`config.mk`:
```
export PLATFORM = sky130hd
export DESIGN_NAME = pat_tx
export DESIGN_NICKNAME = d
export VERILOG_FILES = /design/src/rtl/pat_tx.sv
export SDC_FILE = /design/constraint.sdc
export NUM_CORES = 1
export LEC_CHECK = 0
export ABC_AREA = 1
export CAP_MARGIN = 5
export CORE_UTILIZATION = 54
export CTS_BUF_LIST = sky130_fd_sc_hd__clkbuf_4 sky130_fd_sc_hd__clkbuf_8
export DETAILED_ROUTE_END_ITERATION = 16
export PLACE_DENSITY = 0.87
export SYNTH_ARGS = -nofsm -noshare
export SYNTH_HDL_FRONTEND = slang
export SYNTH_SLANG_ARGS = --single-unit
```
`constraint.sdc`:
```
create_clock -name clk -period 2.25 [get_ports clk]
set_input_delay 0.45 -clock clk [delete_from_list [all_inputs] [get_ports clk]]
set_output_delay 0.45 -clock clk [all_outputs]
set_load 0.05 [all_outputs]
```
`src/rtl/pat_tx.sv`:
```
// Serial pattern transmitter: parallel word + bit count in, MSB-first bit stream out.
// Optional inter-word idle gap enabled by defining PAT_TX_GAP_EN.
//
//   state | meaning
//   IDLE  | waiting for a word, in_ready high
//   SHIFT | emitting bits, counter holds bits remaining including current
//   GAP   | forced idle after each word (PAT_TX_GAP_EN only)
module pat_tx #(
   parameter int WIDTH    = 8,
   parameter int GAP_BITS = 2
) (
   input  logic                         clk,
   input  logic                         rstn,
   input  logic [WIDTH-1:0]             in_data,
   input  logic [$clog2(WIDTH+1)-1:0]   in_len,
   input  logic                         in_valid,
   output logic                         in_ready,
   output logic                         out,
   output logic                         out_valid,
   output logic                         done
);

   localparam int LW = $clog2(WIDTH+1);

   if (WIDTH < 2) begin : g_width_chk
      $error("pat_tx: WIDTH must be >= 2");
   end
   if (GAP_BITS < 1) begin : g_gap_chk
      $error("pat_tx: GAP_BITS must be >= 1");
   end

   typedef enum logic [1:0] {
      IDLE  = 2'd0,
      SHIFT = 2'd1
`ifdef PAT_TX_GAP_EN
      , GAP = 2'd2
`endif
   } state_t;

   state_t           state;
   logic [WIDTH-1:0] sreg;
   logic [LW-1:0]    cnt;
   logic [LW-1:0]    eff_len;
   logic [LW-1:0]    shamt;
   logic [WIDTH-1:0] load_word;
   logic             last;
   logic             accept;
   logic             load;

`ifdef PAT_TX_GAP_EN
   localparam int GW = $clog2(GAP_BITS+1);
   logic [GW-1:0]    gap_cnt;
`endif

   always_comb begin
      eff_len   = (in_len > LW'(WIDTH)) ? LW'(WIDTH) : in_len;
      shamt     = LW'(WIDTH) - eff_len;
      load_word = in_data << shamt;
   end

   assign last = (state == SHIFT) && (cnt == LW'(1));

`ifdef PAT_TX_GAP_EN
   assign in_ready = (state == IDLE);
`else
   assign in_ready = (state == IDLE) || last;
`endif

   assign accept    = in_valid && in_ready;
   // A zero-length word completes the handshake but is dropped.
   assign load      = accept && (eff_len != '0);
   assign out_valid = (state == SHIFT);
   assign out       = out_valid && sreg[WIDTH-1];
   assign done      = last;

   always_ff @(posedge clk or negedge rstn) begin
      if (!rstn) begin
         state <= IDLE;
         sreg  <= '0;
         cnt   <= '0;
`ifdef PAT_TX_GAP_EN
         gap_cnt <= '0;
`endif
      end else begin
         case (state)
            IDLE: begin
               if (load) begin
                  sreg  <= load_word;
                  cnt   <= eff_len;
                  state <= SHIFT;
               end
            end
            SHIFT: begin
               sreg <= sreg << 1;
               cnt  <= cnt - LW'(1);
               if (last) begin
`ifdef PAT_TX_GAP_EN
                  state   <= GAP;
                  gap_cnt <= GW'(GAP_BITS);
`else
                  if (load) begin
                     sreg <= load_word;
                     cnt  <= eff_len;
                  end else begin
                     state <= IDLE;
                  end
`endif
               end
            end
`ifdef PAT_TX_GAP_EN
            GAP: begin
               gap_cnt <= gap_cnt - GW'(1);
               if (gap_cnt == GW'(1)) state <= IDLE;
            end
`endif
            default: state <= IDLE;
         endcase
      end
   end

endmodule

```
Word level (Yosys, flattened, before mapping)
Index checks and enable logic that the tools add are counted.
{"block": "word_totals", "inputBits": 15, "out_inout_bits": 4, "word_cells": 35, "reg_bits": 14}
{"block": "op_classes", "mux": 13, "eq_ne": 5, "magnitude_cmp": 1, "n_addsub": 2, "n_shift": 1, "reduce_logical": 10}
{"op": "8-bit 2-to-1 mux", "n": 3}
{"op": "4-bit 2-to-1 mux", "n": 4}
{"op": "8-bit case mux with 2 select lines", "n": 1}
{"op": "4-bit case mux with 2 select lines", "n": 1}
{"op": "8-bit by 4-bit << shifter with 8-bit output", "n": 1}
{"op": "2-bit 2-to-1 mux", "n": 3}
{"op": "4-bit by 1-bit == test with 1-bit output (second input constant)", "n": 1}
{"op": "4-bit > comparator (second input constant)", "n": 1}
{"op": "1-bit logical AND", "n": 4}
{"op": "2-bit inequality test (second input constant)", "n": 2}
{"op": "2-bit case mux with 2 select lines", "n": 1}
{"op": "4-bit nonzero test", "n": 1}
{"op": "4-bit by 1-bit subtractor with 4-bit output (second input constant)", "n": 1}
{"op": "4-bit subtractor (first input constant)", "n": 1}
{"op": "3-bit AND reduction", "n": 1}
{"op": "2-bit by 1-bit == test with 1-bit output (second input constant)", "n": 1}
{"op": "2-bit zero test", "n": 1}
{"op": "2-bit by 1-bit inequality test with 1-bit output (second input constant)", "n": 1}
{"op": "2-bit AND reduction", "n": 1}
{"op": "2-bit nonzero test", "n": 1}
{"op": "1-bit logical OR", "n": 1}

Depth between registers and ports, before layout
Gate-level depths: netlist of run 1.
{"block": "logic_depth", "depth_word": 8, "depth_mapped": 15}

Worst setup path after synthesis of run 1
OpenSTA, ideal clock, no wires.
{"block": "synth_path", "kind": "input to register", "startpoint": "input port in_len[0]", "endpoint": "register sreg[3]", "required_time_ns": 2.132, "setup_ns": 0.118, "n_path_buf": 3, "arrival_time_ns": 2.475, "slack_ns": -0.343, "stages": 15, "cell_sequence": "buf_6 nor2_4 nand2_4 nand2_4 nand2_4 ha_1 a21oi_1 nand2_2 ha_1 clkbuf_1 inv_1 clkbuf_1 o21ai_0 a21oi_1 nor2_1"}
{"block": "synth_between", "elab_chain_len": 7, "word_cells_on_any_way": 12, "cone_classes": "add/sub (1); order compare (1); eq/ne (1); shift (1); mux (5); reduce/logical (3)"}
{"element": "start, declared", "line_no": "15", "text": "input logic [$clog2(WIDTH+1)-1:0] in_len,"}
{"element": "4-bit > comparator", "line_no": "56", "text": "eff_len = (in_len > LW'(WIDTH)) ? LW'(WIDTH) : in_len;"}
{"element": "4-bit 2-to-1 mux (*)", "line_no": "56"}
{"element": "4-bit subtractor / 4-bit nonzero test (equally long branches)", "line_no": "57, 71"}
{"element": "8-bit by 4-bit << shifter with 8-bit output / 1-bit logical AND (equally long branches)", "line_no": "58, 71"}
{"element": "8-bit 2-to-1 mux", "line_no": "101", "text": "if (load) begin"}
{"element": "8-bit 2-to-1 mux", "line_no": "96", "text": "if (last) begin"}
{"element": "8-bit case mux with 2 select lines", "line_no": "85", "text": "case (state)"}
{"element": "end signal, assigned", "line_no": "88", "text": "sreg <= load_word;"}
{"element": "end signal, assigned", "line_no": "94", "text": "sreg <= sreg << 1;"}
{"element": "end signal, assigned", "line_no": "102", "text": "sreg <= load_word;"}
{"element": "end, declared", "line_no": "41", "text": "logic [WIDTH-1:0] sreg;"}
Every way passes the cells marked *; elsewhere a longest branch is shown, timed or not. The select of a mux whose other input is x is not followed.
A chain may end at the register's enable or synchronous reset.

Worst setup path after layout of run 1
{"block": "layout_path", "startpoint": "register state[0]", "endpoint": "output port out"}
{"block": "layout_between", "elab_chain_len": 2}
{"element": "start, declared", "line_no": "40", "text": "state_t state;"}
{"element": "start signal, assigned", "line_no": "78", "text": "state <= IDLE;"}
{"element": "start signal, assigned", "line_no": "90", "text": "state <= SHIFT;"}
{"element": "start signal, assigned", "line_no": "105", "text": "state <= IDLE;"}
{"element": "2-bit by 1-bit == test with 1-bit output", "line_no": "72", "text": "assign out_valid = (state == SHIFT);"}
{"element": "1-bit logical AND", "line_no": "73", "text": "assign out = out_valid && sreg[WIDTH-1];"}
{"element": "end, declared", "line_no": "18", "text": "output logic out,"}
Every way passes these cells.

==> impl_metrics.csv, run 1 <==
group,metric,value,unit
outcome,status,"finished, final reports clean",
timing,fmax,456.4,MHz
drt,drt_iter0_markers,44,
cts,cts.reportedPaths.clkPinSlew,90,ps
worst_setup_path,end_kind,"primary output",
finish,layout-drive-gt1-share,0.1960,
cts,htree_levels,1,
worst_setup_path,required,1800,ps
grt,grt_usage,0.2727,
worst_setup_path,crit_type,"flop to primary output",
floorplan,start_util,0.6014,
yosys,yosys_warnings,0,
cts,cts_buffers,3,
cts,clock_latency,300,ps
finish,fin_nets,219,
floorplan,die_w,47.03,um
yosys,synth-edff-count,0,
yosys,syn_area,1095,sq um
timing,layout_setup_ws,58.95,ps
finish,n_antenna_cell,0,
yosys,synth_area_leaders,"dfrtp_1, nand3_1, nand2_1",
drt,vias,1208,
worst_setup_path,worstPathMaxFanout,6,
yosys,yosys.cell_types.count,22,
run,max_cap_violations,0,
finish,regArea,325.3,sq um
placement,gp_congestion,0.9090,
yosys,async_flop_share,1.000,
finish,final_util,0.8007,
placement,place_ws,-265.9,ps
floorplan,fp.coreArea,1821,sq um
timing,period_share,0.9738,
timing,hold_viol_final,0,
drt,via_per_inst,5.393,
timing,rsz0062_at_grt,"no",
drt,drt_pre_antenna_iters,4,
finish,n_fill_cell,122,
cts,cts_root_buf,"clkbuf_4",
grt,grt_max_degree,17,
timing,hold_slack,493.6,ps
grt,first_global_vias,1094,
finish,stdcell_count,224,
floorplan,ios,19,
drt,wl_per_cell,11.97,um
yosys,avgSynthCellArea,6.717,sq um
grt,grt_overflow_total,0,
cts,clockBufferDepth,2,
finish,area_delta_synth_final,33.14,%
yosys,synthFlopType,"dfrtp_1",
timing,drv_slew,0,
drt,antenna_left,0,
timing,relSlewSlack,0.6185,
power,ir_drop,0.7327,mV
grt,met2_usage,0.4833,
floorplan,die_height,47.03,um
grt,grt_use_met3,0.08846,
drt,drt_wl_total,2681,um
timing,fin_crit,2191,ps
timing,worst_pin_slew,570.4,ps
floorplan,die_area,2211,sq um
grt,use_met1,0.2931,
grt,antenna_found_initial,0,
yosys,synth_top_area_cell,"dfrtp_1",
timing,setup_viol,0,
yosys,yosysTopAreaCellShare,0.2971,
placement,port_buffers,18,
placement,dp.cells,216,
timing,fin_skew,13.70,ps
yosys,ys_ff_latch,13,
power,p_leak,0.7711,nW
power,power_density,1008,nW/um^2
cts,cts_num_sinks,13,
drt,drt_drc_violations_left,0,
yosys,syn_nets,182,
grt,grt_first_pass_wirelength,4181,um
placement,dp_hpwl,2093,um
cts,cts_tree,"yes",
worst_hold_path,min_path_type,"flop to flop",
worst_setup_path,cp_data_arrival_time,1740,ps
grt,grt_busiest_layer,"met2",
worst_setup_path,cp-start-kind,"flop",
yosys,synth_seq_area_share,0.2971,
floorplan,num_rows,15,
yosys,synth_cells,163,
finish,multiInputGateArea,645.6,sq um
-- timing repair --
| item | in CTS | in global routing |
|---|---|---|
| hold buffers | 0 | 0 |
| resized for setup | 0 | 2 |
| endpoints found under the setup margin | 0 | 9 |
| setup buffers | 0 | 3 |
-- stage by stage --
step	TNS, ps	total power, mW	area [sq um]
after detailed placement	-2394	1.261	1393
after global placement	-1587	1.223	1393
after global routing	0	1.600	1458
final	0	1.470	1458
after CTS	0	1.425	1423
after floorplan	0	1.034	1122
-- cells by family after synthesis --
logic type | Yosys count | synth area share
xor gates and xnor gates | 2 | 0.03315
adders and majority gates | 4 | 0.04572
and+or+nand+nor | 80 | 0.3554
buffers and inverters | 34 | 0.1303
DFF | 13 | 0.2971
AOI/OAI and AO/OA | 30 | 0.1383
-- Yosys cell counts (2+ instances only) --
cell type / instances
nand2_1: 31
inv_1: 28
nand3_1: 25
a21oi_1: 17
dfrtp_1: 13
nor2_1: 13
o21ai_0: 10
nand2_4: 5
ha_1: 4
buf_6: 2
clkbuf_1: 2
nand2_2: 2
o21ai_1: 2
-- metal layers --
layer,routed length [um],vias to the layer above
met5,0,-
met1,1080,549
li1,-,591
met3,186,13
met2,1322,55
met4,91,0
-- worst paths after layout --
check	from	slack [ps]	cells past startpoint	endpoint
min reg2reg	sreg[7]	490	2	sreg[7]
min in group asynchronous	rstn	510	1	cnt[0]
max in group asynchronous	rstn	1350	1	sreg[1]
max	state[0]	60	3	out
min	sreg[7]	490	2	sreg[7]
max reg2reg	cnt[0]	460	9	sreg[6]
-- cell usage in the layout, fill, tap and decap left out, drive strengths merged, types with 2 or more instances in the layout --
cell           count
a21oi             17
buf               19
clkbuf             4
clkdlybuf4s50     16
dfrtp             13
ha                 4
inv               29
nand2             38
nand3             25
nor2              15
o21ai             12
xor2               2
-- report_power, final --
| part | switching, mW | leakage, nW | internal, mW |
|---|---|---|---|
| Sequential | 0.0527 | 0.161 | 0.334 |
| Clock | 0.0851 | 0.0184 | 0.0812 |
| Combinational | 0.551 | 0.592 | 0.365 |
-- state kept, by name, indices dropped and copies added (netlist names) --
signal / flops
cnt: 4
sreg: 8
state: 1
-- layout make-up --
| class | instances | share of cell area |
|---|---|---|
| repair inverters | 1 | 0.005150 |
| inverters | 30 | 0.07897 |
| well taps | 25 | 0.02146 |
| clock buffers | 4 | 0.02060 |
| multi-input cells | 116 | 0.4429 |
| repair buffers | 35 | 0.2077 |
| flip-flops and latches | 13 | 0.2232 |
-- critical path, stage by stage, from the launching register on --
cell,delay (ps)
dfrtp_1,500
nand2_1,90
inv_1,60
clkdlybuf4s50_1,800
Note: power is estimated with default switching activity, not from simulation.
==> inputs of run 2 (changes only) <==
--- a/config.mk
+++ b/config.mk
@@ -7,9 +7,13 @@
 export LEC_CHECK = 0
 export ABC_AREA = 1
 export CAP_MARGIN = 5
-export CORE_UTILIZATION = 54
+export CELL_PAD_IN_SITES_DETAIL_PLACEMENT = 1
+export CELL_PAD_IN_SITES_GLOBAL_PLACEMENT = 1
+export CORE_ASPECT_RATIO = 2
+export CORE_UTILIZATION = 38
 export CTS_BUF_LIST = sky130_fd_sc_hd__clkbuf_4 sky130_fd_sc_hd__clkbuf_8
 export DETAILED_ROUTE_END_ITERATION = 16
+export GPL_TIMING_DRIVEN = 1
 export PLACE_DENSITY = 0.87
 export SYNTH_ARGS = -nofsm -noshare
 export SYNTH_HDL_FRONTEND = slang
==> run 2 against run 1 <==
Against the previous run: non-clock buffer count fell by 3; first-iteration DRC count decreased by 59%; clock power rose by 37%; register-to-register slack improved by 40 ps; highest routed layer unchanged; largest power group unchanged; fmax grew 1.1%; wire length is 21% higher; total power increased by 9.5%; core utilization fell by 26 points; critical path depth unchanged; sequential power grew 1%; worst hold slack improved by 2.9 ps; sequential cell count is the same.
==> impl_metrics.csv, run 2 (synthesis results as in run 1) <==
group,metric,value,unit
drt,via_per_inst,5.313,
grt,first_global_vias,1249,
power,p_leak,0.7823,nW
grt,antenna_found_initial,0,
finish,fin_nets,215,
timing,layout_setup_ws,83.55,ps
worst_hold_path,min_path_type,"flop to flop",
finish,area_delta_synth_final,35.77,%
power,ir_drop,0.3634,mV
timing,relSlewSlack,0.5734,
placement,gp_congestion,0.8137,
timing,fin_crit,2166,ps
worst_setup_path,cp_data_arrival_time,1720,ps
timing,setup_viol,0,
worst_setup_path,end_kind,"primary output",
worst_setup_path,cp-start-kind,"flop",
run,max_cap_violations,0,
placement,dp_hpwl,2615,um
floorplan,ios,19,
cts,ctsHoldBuffers,0,
floorplan,die_height,77.91,um
timing,period_share,0.9629,
finish,largest_reg_flops,8,
power,total_power,1.609,mW
worst_setup_path,required,1800,ps
cts,clock_latency,250,ps
cts,cts_buffers,3,
timing,hold_slack,496.6,ps
worst_setup_path,crit_type,"flop to primary output",
drt,antenna_left,0,
cts,cts_tree,"yes",
floorplan,fp.coreArea,2736,sq um
floorplan,die_w,39.96,um
timing,rsz0062_at_grt,"no",
cts,htree_levels,1,
timing,fin_skew,1.620,ps
cts,cts_root_buf,"clkbuf_8",
timing,drv_slew,0,
power,power_density,1083,nW/um^2
floorplan,die_area,3113,sq um
placement,port_buffers,18,
finish,largestRegisters,"sreg (8), cnt (4), state (1)",
floorplan,num_rows,27,
grt,grt_usage,0.2429,
grt,grt_first_pass_wirelength,5395,um
drt,drt_wl_total,3251,um
grt,grt_overflow_total,0,
finish,n_antenna_cell,0,
outcome,status,"finished, final reports clean",
floorplan,start_util,0.4001,
finish,top_register,"sreg",
finish,layout-drive-gt1-share,0.1846,
cts,cts_num_sinks,13,
finish,most-common-layout-cells,"nand2_1, inv_1, nand3_1",
drt,drt_iter0_markers,18,
timing,hold_viol_final,0,
drt,drt_drc_violations_left,0,
worst_setup_path,reg2reg_slack,500,ps
placement,place_ws,-283.5,ps
finish,final_common_cell,"nand2_1",
drt,drt_pre_antenna_iters,4,
drt,wl_per_cell,14.51,um
timing,worst_pin_slew,637.9,ps
worst_setup_path,worstPathMaxFanout,6,
grt,grt_max_degree,18,
cts,clockBufferDepth,2,
timing,fmax,461.6,MHz
drt,vias,1190,
cts,cts.reportedPaths.clkPinSlew,60,ps
==> run 2: path summary, 6_finish.rpt <==
kind	start	end	depth (start not counted)
worst max-delay path	state[0]	out	3
worst min-delay path	sreg[7]	sreg[7]	2
worst max register to register	cnt[0]	sreg[4]	11
worst min register to register	sreg[7]	sreg[7]	2
max in group asynchronous	rstn	sreg[6]	1
min in group asynchronous	rstn	cnt[3]	1
==> run 2: cell type report <==
class | count | area (sq um)
clock buffer | 4 | 48.80
fill | 369 | 1250
inverter | 30 | 117.6
multi-input combinational | 116 | 651.9
sequential | 13 | 325.3
tap | 29 | 36.28
timing repair buffer | 32 | 306.5
==> run 2: worst max-delay path, cell delays in order (launching register included) <==
cell,delay [ps]
dfrtp_1,520
nand2_1,80
inv_1,70
clkdlybuf4s50_1,800
==> run 2: metal layers <==
metal | GRT usage | routed length, um
met5 | 0 | 0
met4 | 0.1103 | 69
met3 | 0.01714 | 54
met2 | 0.4629 | 1952
met1 | 0.2280 | 1174
==> run 2: through the flow <==
stage / utilization / TNS (ps) / instance area [sq um] / instances
floorplan: - / 0 / 1122 / 163
global placement: 0.5199 / -1406 / 1423 / 220
detailed placement: 0.5199 / -2610 / 1423 / 220
CTS: 0.5414 / 0 / 1481 / 224
global route: 0.5432 / 0 / 1486 / 224
finish: 0.5432 / 0 / 1486 / 224
==> run 2: report_power, final <==
| part | switching (mW) | internal, mW | leakage (nW) |
|---|---|---|---|
| Sequential | 0.0566 | 0.335 | 0.161 |
| Combinational | 0.600 | 0.391 | 0.595 |
| Clock | 0.0894 | 0.137 | 0.0262 |
| Total | 0.746 | 0.864 | 0.782 |
==> run 2: what timing repair did <==
action | in CTS | in global routing
resized for setup | 3 | 4
endpoints found under the setup margin | 6 | 12
buffers inserted | 0 | 0
pin swaps | 0 | 0
==> inputs of run 3 (changes only) <==
--- a/config.mk
+++ b/config.mk
@@ -14,7 +14,7 @@
 export CTS_BUF_LIST = sky130_fd_sc_hd__clkbuf_4 sky130_fd_sc_hd__clkbuf_8
 export DETAILED_ROUTE_END_ITERATION = 16
 export GPL_TIMING_DRIVEN = 1
-export PLACE_DENSITY = 0.87
+export PLACE_DENSITY_LB_ADDON = 0.1
 export SYNTH_ARGS = -nofsm -noshare
 export SYNTH_HDL_FRONTEND = slang
 export SYNTH_SLANG_ARGS = --single-unit
==> run 3 against run 2 <==
Against the previous run: critical path type unchanged; largest power group unchanged; largest cell class unchanged; clock power is essentially flat; sequential share of layout area is 0.22 points lower; core utilization is 0.55 points higher; die area is the same; non-clock buffer count up 2; register-to-register slack better by 30 ps; wire length up 0.37%; worst setup slack gained 0.75 ps; fmax hardly changed; worst hold slack better by 3.2 ps.
==> impl_metrics.csv, run 3 (synthesis results as in run 1) <==
group,metric,value,unit
cts,cts_buffers,3,
cts,htree_levels,1,
finish,area_delta_synth_final,37.14,%
worst_setup_path,end_kind,"primary output",
power,power.switching,0.7291,mW
worst_hold_path,min_to,"sreg[7]",
placement,port_buffers,18,
drt,drt_pre_antenna_iters,2,
placement,dp_hpwl,2634,um
power,total_power,1.591,mW
finish,multiInputGateArea,659.4,sq um
worst_setup_path,r2r-end,"sreg[1]",
grt,antenna_found_initial,0,
worst_setup_path,crit_type,"flop to primary output",
worst_setup_path,worstPathMaxFanout,6,
worst_setup_path,r2r-start,"cnt[1]",
finish,final_common_cell,"nand2_1",
outcome,status,"finished, final reports clean",
grt,grt_usage,0.2378,
placement,gp_congestion,0.7660,
worst_setup_path,cp-start-kind,"flop",
cts,cts_tree,"yes",
drt,vias,1176,
worst_hold_path,holdPathStages,2,
worst_setup_path,required,1800,ps
drt,via_per_inst,5.204,
cts,cts_root_buf,"clkbuf_8",
worst_setup_path,max_stage_delay,790,ps
finish,n_fill_cell,364,
power,ir_drop,0.3710,mV
timing,relSlewSlack,0.5943,
timing,worst_pin_slew,606.7,ps
floorplan,fp.coreArea,2736,sq um
power,power_density,1060,nW/um^2
drt,drt_drc_violations_left,0,
power,seqPwrFrac,0.245,
cts,clockBufferDepth,2,
drt,drt_wl_total,3263,um
worst_setup_path,crit_slowest_cell,"clkdlybuf4s50_1",
worst_setup_path,cp_cell_sequence,"nand2_1, inv_1, clkdlybuf4s50_1",
finish,fin_nets,217,
drt,drt_iter0_markers,8,
floorplan,die_area,3113,sq um
worst_setup_path,r2r_cells,11,
grt,grt_overflow_total,0,
timing,hold_slack,499.8,ps
power,p_clk_frac,0.141,
grt,first_global_vias,1209,
cts,cts.reportedPaths.clkPinSlew,60,ps
power,p_leak,0.7876,nW
finish,largestRegisters,"sreg (8), cnt (4), state (1)",
timing,fin_crit,2166,ps
timing,fin_skew,2.514,ps
grt,grt_max_degree,18,
timing,fmax,461.7,MHz
finish,stdcell_count,226,
floorplan,ios,19,
finish,largest_reg_flops,8,
finish,layout-drive-gt1-share,0.1980,
worst_hold_path,hold_start,"sreg[7]",
timing,hold_viol_final,0,
timing,drv_slew,0,
placement,place_ws,-261.4,ps
timing,layout_setup_ws,84.30,ps
timing,setup_viol,0,
finish,top_register,"sreg",
worst_setup_path,reg2reg_slack,530,ps
timing,setup-tns-final,0,ps
floorplan,die_height,77.91,um
power,power.share.combinational,0.614,
drt,wl_per_cell,14.44,um
worst_setup_path,cp_data_arrival_time,1720,ps
timing,period_share,0.9625,
floorplan,num_rows,27,
placement,dp.cells,220,
finish,most-common-layout-cells,"nand2_1, inv_1, nand3_1",
grt,grt_first_pass_wirelength,5278,um
cts,clock_latency,240,ps
power,intPower,0.8621,mW
cts,cts_num_sinks,13,
power,swShare,0.4582,
drt,antenna_left,0,
worst_hold_path,min_path_type,"flop to flop",
finish,regArea,325.3,sq um
floorplan,start_util,0.4001,
floorplan,die_w,39.96,um
finish,n_antenna_cell,0,
run,max_cap_violations,0,
[run 3: cell count changes in the layout (fill, tap and decap cells not counted), sizes merged]
cell	before	now
buf	16	18
clkdlybuf4s50	14	15
clkinv	2	1
clkinvlp	0	1
dlygate4sd2	1	0
[run 3: routing by layer]
metal,vias up,share of wire,global-route usage
li1,587,-,-
met1,563,0.37,0.2290
met2,19,0.59,0.4468
met3,7,0.012,0.01429
met4,0,0.022,0.1138
met5,-,0,0
[run 3: timing repair]
| action | 4_1_cts | 5_1_grt |
|---|---|---|
| buffers inserted | 0 | 2 |
| endpoints found under the setup margin | 4 | 11 |
| pin swaps | 0 | 1 |
| hold buffers | 0 | 0 |
| gates resized for setup | 1 | 6 |
[run 3: worst max-delay path by stage]
stage | from | to | cells past startpoint | slack, ps
5_1_grt | in_len[1] | sreg[7] | 13 | -8
3_3_place_gp | in_len[0] | cnt[1] | 13 | -170
4_1_cts | in_len[0] | sreg[1] | 14 | 3
3_5_place_dp | in_len[0] | sreg[3] | 13 | -260
2_1_floorplan | in_len[0] | sreg[3] | 15 | 10
6_report | state[0] | out | 3 | 80
[run 3: power groups by stage]
stage               clock network [mW]  registers [mW]  logic [mW]
floorplan                            0           0.395       0.640
global route                     0.234           0.401        1.09
global placement                     0           0.386       0.876
CTS                              0.225           0.386       0.942
detailed placement                   0           0.389       0.929
finish                           0.224           0.390       0.977
[run 3: critical path, delay by kind of cell, from the launching register on]
| kind | cells | cell delay (ps) |
|---|---|---|
| buffers and inverters | 2 | 850 |
| DFF | 1 | 530 |
| and+or+nand+nor | 1 | 90 |
[run 3: through the flow]
step	utilization	instance area, sq um
finish	0.5487	1501
floorplan	-	1122
CTS	0.5341	1461
detailed placement	0.5153	1410
global placement	0.5153	1410
global route	0.5487	1501
[run 3: layout make-up]
cell class	count	share of cell area
sequential	13	0.2167
clock buffer	4	0.03250
multi-input combinational	116	0.4392
tap	29	0.02417
timing repair buffer	34	0.2067
inverter	30	0.08083
==> patch 1 (config.mk and constraints of run 2) <==
Set the parameter `WIDTH` to 16 (it was 8).
--- a/src/rtl/pat_tx.sv
+++ b/src/rtl/pat_tx.sv
@@ -6,7 +6,7 @@
 //   SHIFT | emitting bits, counter holds bits remaining including current
 //   GAP   | forced idle after each word (PAT_TX_GAP_EN only)
 module pat_tx #(
-   parameter int WIDTH    = 8,
+   parameter int WIDTH    = 16,
    parameter int GAP_BITS = 2
 ) (
    input  logic                         clk,
Interface: changed (resized in_data and in_len); port bits go from 19 to 28. No check against the original RTL was run, so the function may have changed too.
==> patch 1 against run 2 <==
  * Largest power group unchanged
  * Routed wire length is 120% higher
  * Final area is 86% higher
  * Area after synthesis is 85% higher
  * Cell count is 92% higher
  * Clock power is 30% higher
  * Worst setup slack better by 31 ps
  * Sequential cell count is 9 higher
  * Highest routed layer unchanged
  * Total power is 45% higher
  * Register-to-register slack worse by 180 ps
==> patch 1: results (changes against run 2) <==
[run_status]
result_of_the_run=complete, no violations

[logic_synthesis]
synth_commonest_cells=101 x nand2_1, 48 x nand3_1, 25 x a21oi_1
synth_adder_area_share_pct=3.09  ; -1.5 points
cells_taking_the_most_area_after_synthesis=dfrtp_1 27%, nand2_1 19%, nand3_1 12%, a21oi_1 6.2%, inv_1 4.1%
synth_compound_area_share_pct=14.3  ; +0.47 points
yosys_warnings=0  ; unchanged
synth-async-reset-ratio_pct=100  ; unchanged
synth_seq_area_share_pct=27.2  ; -2.5 points
synth_xor_xnor_area_share_pct=1.30  ; -2.0 points
synthesis.instances=309  ; +90%
netlist-cell-type-count=29  ; +32%
synth_fp_nets=338  ; +86%

[drt]
wl_um=7260  ; +120%
dr.first_iter.drc_count=46  ; +28
first_pass_iters=4  ; unchanged
dr_total_vias=2358  ; +98%

[clock_network]
post_cts_resized=17  ; +14
number_of_buffers_on_the_longest_clock_path=2  ; unchanged
post_cts_buffers=10  ; +10
worst_skew_pair.late_latency_ps=270  ; +20 ps
worst_setup_hold_path_clk_slew_ps=80  ; +20 ps
tritoncts.num_buffers=3  ; unchanged

[critical_path]
cp-startpoint=in_len[4]
crit_path_max_fanout=6  ; unchanged
reg2reg_from=cnt[1]
crit_arrival_ps=2310  ; +590 ps
number_of_cell_instances_on_the_worst_register_to_register_path=11  ; unchanged
critical_path.endpoint_type=register
rrSetupSlack_ps=320  ; -180 ps
crit-reg2reg-capture=sreg[15]

[global_routing]
wire_length_of_the_first_global_routing_pass_um=12100  ; +120%
grt.total_usage_pct=29.0  ; +4.7 points
maximum_number_of_pins_on_one_net_before_global_route_repair=23  ; +5
first_global_vias=2566  ; +110%

[power_and_ir_drop]
p_int_uw=1300  ; +50%
vdd.ir_drop.worst_uv=473  ; +30%
p_leak_uw=0.00142  ; +81%

[finish]
biggestRegsByFlops=sreg: 16 flops, cnt: 5 flops, state: 1 flops
instances_no_fill=429  ; +92%
drive_gt1_share_pct=27.5  ; +9.0 points
n_antenna_cell=0  ; unchanged
nNetsFinal=401  ; +87%

[placement]
detailedPlace.worstSlack_ps=-643  ; -359 ps
post-dp-hpwl_um=5350  ; +100%
routabilityCongestion=0.914  ; +12%
numPortBuffers=27  ; +9
placedCellCount=415  ; +89%
placement.cell_area_um2=2580  ; +81%

[timing]
hold_violations=0  ; unchanged
timing.final.crit_share_pct=94.9  ; -1.4 points
fin_worst_skew_ps=3.32  ; +1.70 ps
max_slew_margin_pct=67.0  ; +9.6 points

[patch 1: cell count changes in the layout (fill, tap and decap cells not counted), sizes merged, moves of 5 or more]
cell	delta
clkdlybuf4s50	+5
buf	+30
a21oi	+12
dfrtp	+9
nand3	+28
nor2	+9
o211ai	+7
nand2	+76
[patch 1: critical path, cell delays in order]
cell             delay (ps)
clkdlybuf4s15_1         280
nand2_1                 100
nand2_2                  80
ha_4                    140
nand2_4                  50
nor2_1                  130
ha_2                    190
inv_2                    50
nand3_1                  90
ha_2                    240
inv_2                    90
or2_2                   290
nand2_1                  80
inv_1                    40
[patch 1: metal layers]
layer | GRT usage, % | vias to the layer above | wire length, um
met1 | 28.9 | 1133 | 2630
met2 | 53.8 | 63 | 4150
met3 | 2.62 | 27 | 152
met5 | 0 | - | 0
li1 | - | 1135 | -
met4 | 15.6 | 0 | 322
[patch 1: cell type report]
type | instances | area [um^2]
sequential | 22 | 551
multi-input combinational | 248 | 1340
inverter | 26 | 100
tap | 58 | 72.6
timing repair buffer | 71 | 641
fill | 685 | 2380
clock buffer | 4 | 55.1
[patch 1: power by group through the flow]
stage	clock [uW]	combinational [uW]	sequential, uW
floorplan	0	857	655
global placement	0	1220	663
detailed placement	0	1280	670
CTS	300	1330	665
global route	318	1510	689
finish	296	1370	668
[patch 1: worst min path at each step]
stage / from / endpoint / slack [ps] / cells after the start
after floorplan: rstn / cnt[0] / 150 / 0
after global placement: sreg[1] / sreg[1] / 460 / 2
after detailed placement: sreg[2] / sreg[2] / 470 / 2
after CTS: sreg[14] / sreg[14] / 500 / 2
after global routing: sreg[13] / sreg[13] / 520 / 2
final: sreg[14] / sreg[14] / 500 / 2
==> patch 2 (config.mk and constraints of run 2) <==
Made on the original files. Reset style: synchronous (`rstn`), changed in one clocked block.
--- a/src/rtl/pat_tx.sv
+++ b/src/rtl/pat_tx.sv
@@ -73,7 +73,7 @@
    assign out       = out_valid && sreg[WIDTH-1];
    assign done      = last;
 
-   always_ff @(posedge clk or negedge rstn) begin
+   always_ff @(posedge clk) begin
       if (!rstn) begin
          state <= IDLE;
          sreg  <= '0;
Function: differs if rstn is asserted again (counterexample within 4 cycles, from zero or initial values and one cycle with rstn low); with rstn held inactive, the same outputs for 10 cycles.
==> patch 2 against run 2 <==
  * Sequential cell count is the same
  * Non-clock buffer count is 7 higher
  * Critical endpoint is now sreg[7]
  * Routed wire length rose by 9.5%
  * Area after synthesis shrank 3.7%
  * Total power shrank 18%
  * Via count rose by 1.8%
  * Worst setup slack better by 30 ps
  * Highest routed layer unchanged
  * Worst hold slack worse by 1.2 ps
  * Final area rose by 1.3%
==> patch 2: results (changes against run 2) <==
[run_status]
result_of_the_run=complete, no violations

[drt]
first_pass_iters=4  ; unchanged
dr_wl_met2_um=2130  ; +8.9%
wl_um=3560  ; +9.5%
avgViaCountPerCell=5.36  ; +0.86%
drt-met1-wl_um=1290  ; +9.5%
wl_met3_um=64  ; +19%
dr.first_iter.drc_count=24  ; +6

[critical_path]
critical_path.top_delay_family=buffers and inverters
critPathLaunchType=input pin
crit_path_max_fanout=4  ; -2
crit_arrival_ps=2320  ; +600 ps
crit_path_max_incr_delay_ps=500  ; -300 ps

[power_and_ir_drop]
p_leak_uw=0.000717  ; -8.3%
vdd.ir_drop.worst_uv=388  ; +6.7%
total_switching_power_uw=568  ; -24%
totalPowerFinal_uw=1330  ; -18%

[clock_network]
ctsRootBufferMaster=clkbuf_8
worst_setup_hold_path_clk_slew_ps=60  ; about the same
post_cts_resized=5  ; +2
post_cts_buffers=2  ; +2
number_of_buffers_on_the_longest_clock_path=2  ; unchanged
tritoncts.num_buffers=3  ; unchanged
htree_num_levels=1  ; unchanged

[logic_synthesis]
synth_compound_area_share_pct=16.3  ; +2.4 points
synth-async-reset-ratio_pct=0  ; -100 points
cells_taking_the_most_area_after_synthesis=dfxtp_1 25%, nand3_1 13%, nand2_1 11%, o21ai_0 6.6%, inv_1 6.0%
synth_flop_cell=dfxtp_1
synth_fp_nets=180  ; -1.1%
netlist-cell-type-count=28  ; +27%
synth_adder_area_share_pct=4.74  ; +0.17 points
yosys_warnings=0  ; unchanged
synth_xor_xnor_area_share_pct=4.27  ; +0.96 points
synth_commonest_cells=31 x nand2_1, 28 x nand3_1, 17 x inv_1
synth_seq_area_share_pct=24.7  ; -5.0 points
synth_area_per_cell_um2=6.55  ; -2.5%

[timing]
max_slew_margin_pct=65.8  ; +8.4 points
fin_worst_skew_ps=3.84  ; +2.22 ps

[finish]
drive_gt1_share_pct=28.3  ; +9.8 points
instances_no_fill=226  ; +0.89%
nNetsFinal=218  ; +1.4%

[global_routing]
globalRouteMet1Util_pct=23.3  ; +0.53 points
wire_length_of_the_first_global_routing_pass_um=5600  ; +3.7%
grt.total_usage_pct=25.4  ; +1.1 points
maximum_number_of_pins_on_one_net_before_global_route_repair=13  ; -5
first_global_vias=1338  ; +7.1%
use_met3_pct=1.75  ; +0.035 points
global_route.usage.met2_pct=50.5  ; +4.2 points

[placement]
placement.cell_area_um2=1370  ; -3.8%
detailedPlace.worstSlack_ps=-448  ; -165 ps
routabilityCongestion=0.768  ; -5.6%
post-dp-hpwl_um=2570  ; -1.7%

[worst_hold_path]
min_path_type=register to register

-- patch 2: layout make-up --
cell class	count	area, um^2
Inverter	22	85.1
Fill cell	355	1100
Tap cell	28	35.0
Sequential cell	13	260
Timing Repair Buffer	39	354
Multi-Input combinational cell	120	723
Clock buffer	4	48.8
-- patch 2: path summary, 6_finish.rpt --
check | slack [ps] | cells after the start | to | startpoint
max reg2reg | 500 | 10 | cnt[3] | cnt[1]
min reg2reg | 500 | 2 | sreg[3] | sreg[2]
min | 500 | 2 | sreg[3] | sreg[2]
max | 110 | 14 | sreg[7] | in_len[2]
-- patch 2: power groups by stage --
stage / combinational, uW / clock (uW) / sequential, uW
6_report: 739 / 233 / 353
5_1_grt: 807 / 241 / 359
4_1_cts: 695 / 232 / 352
3_5_place_dp: 637 / 0 / 351
3_3_place_gp: 607 / 0 / 346
2_1_floorplan: 421 / 0 / 356
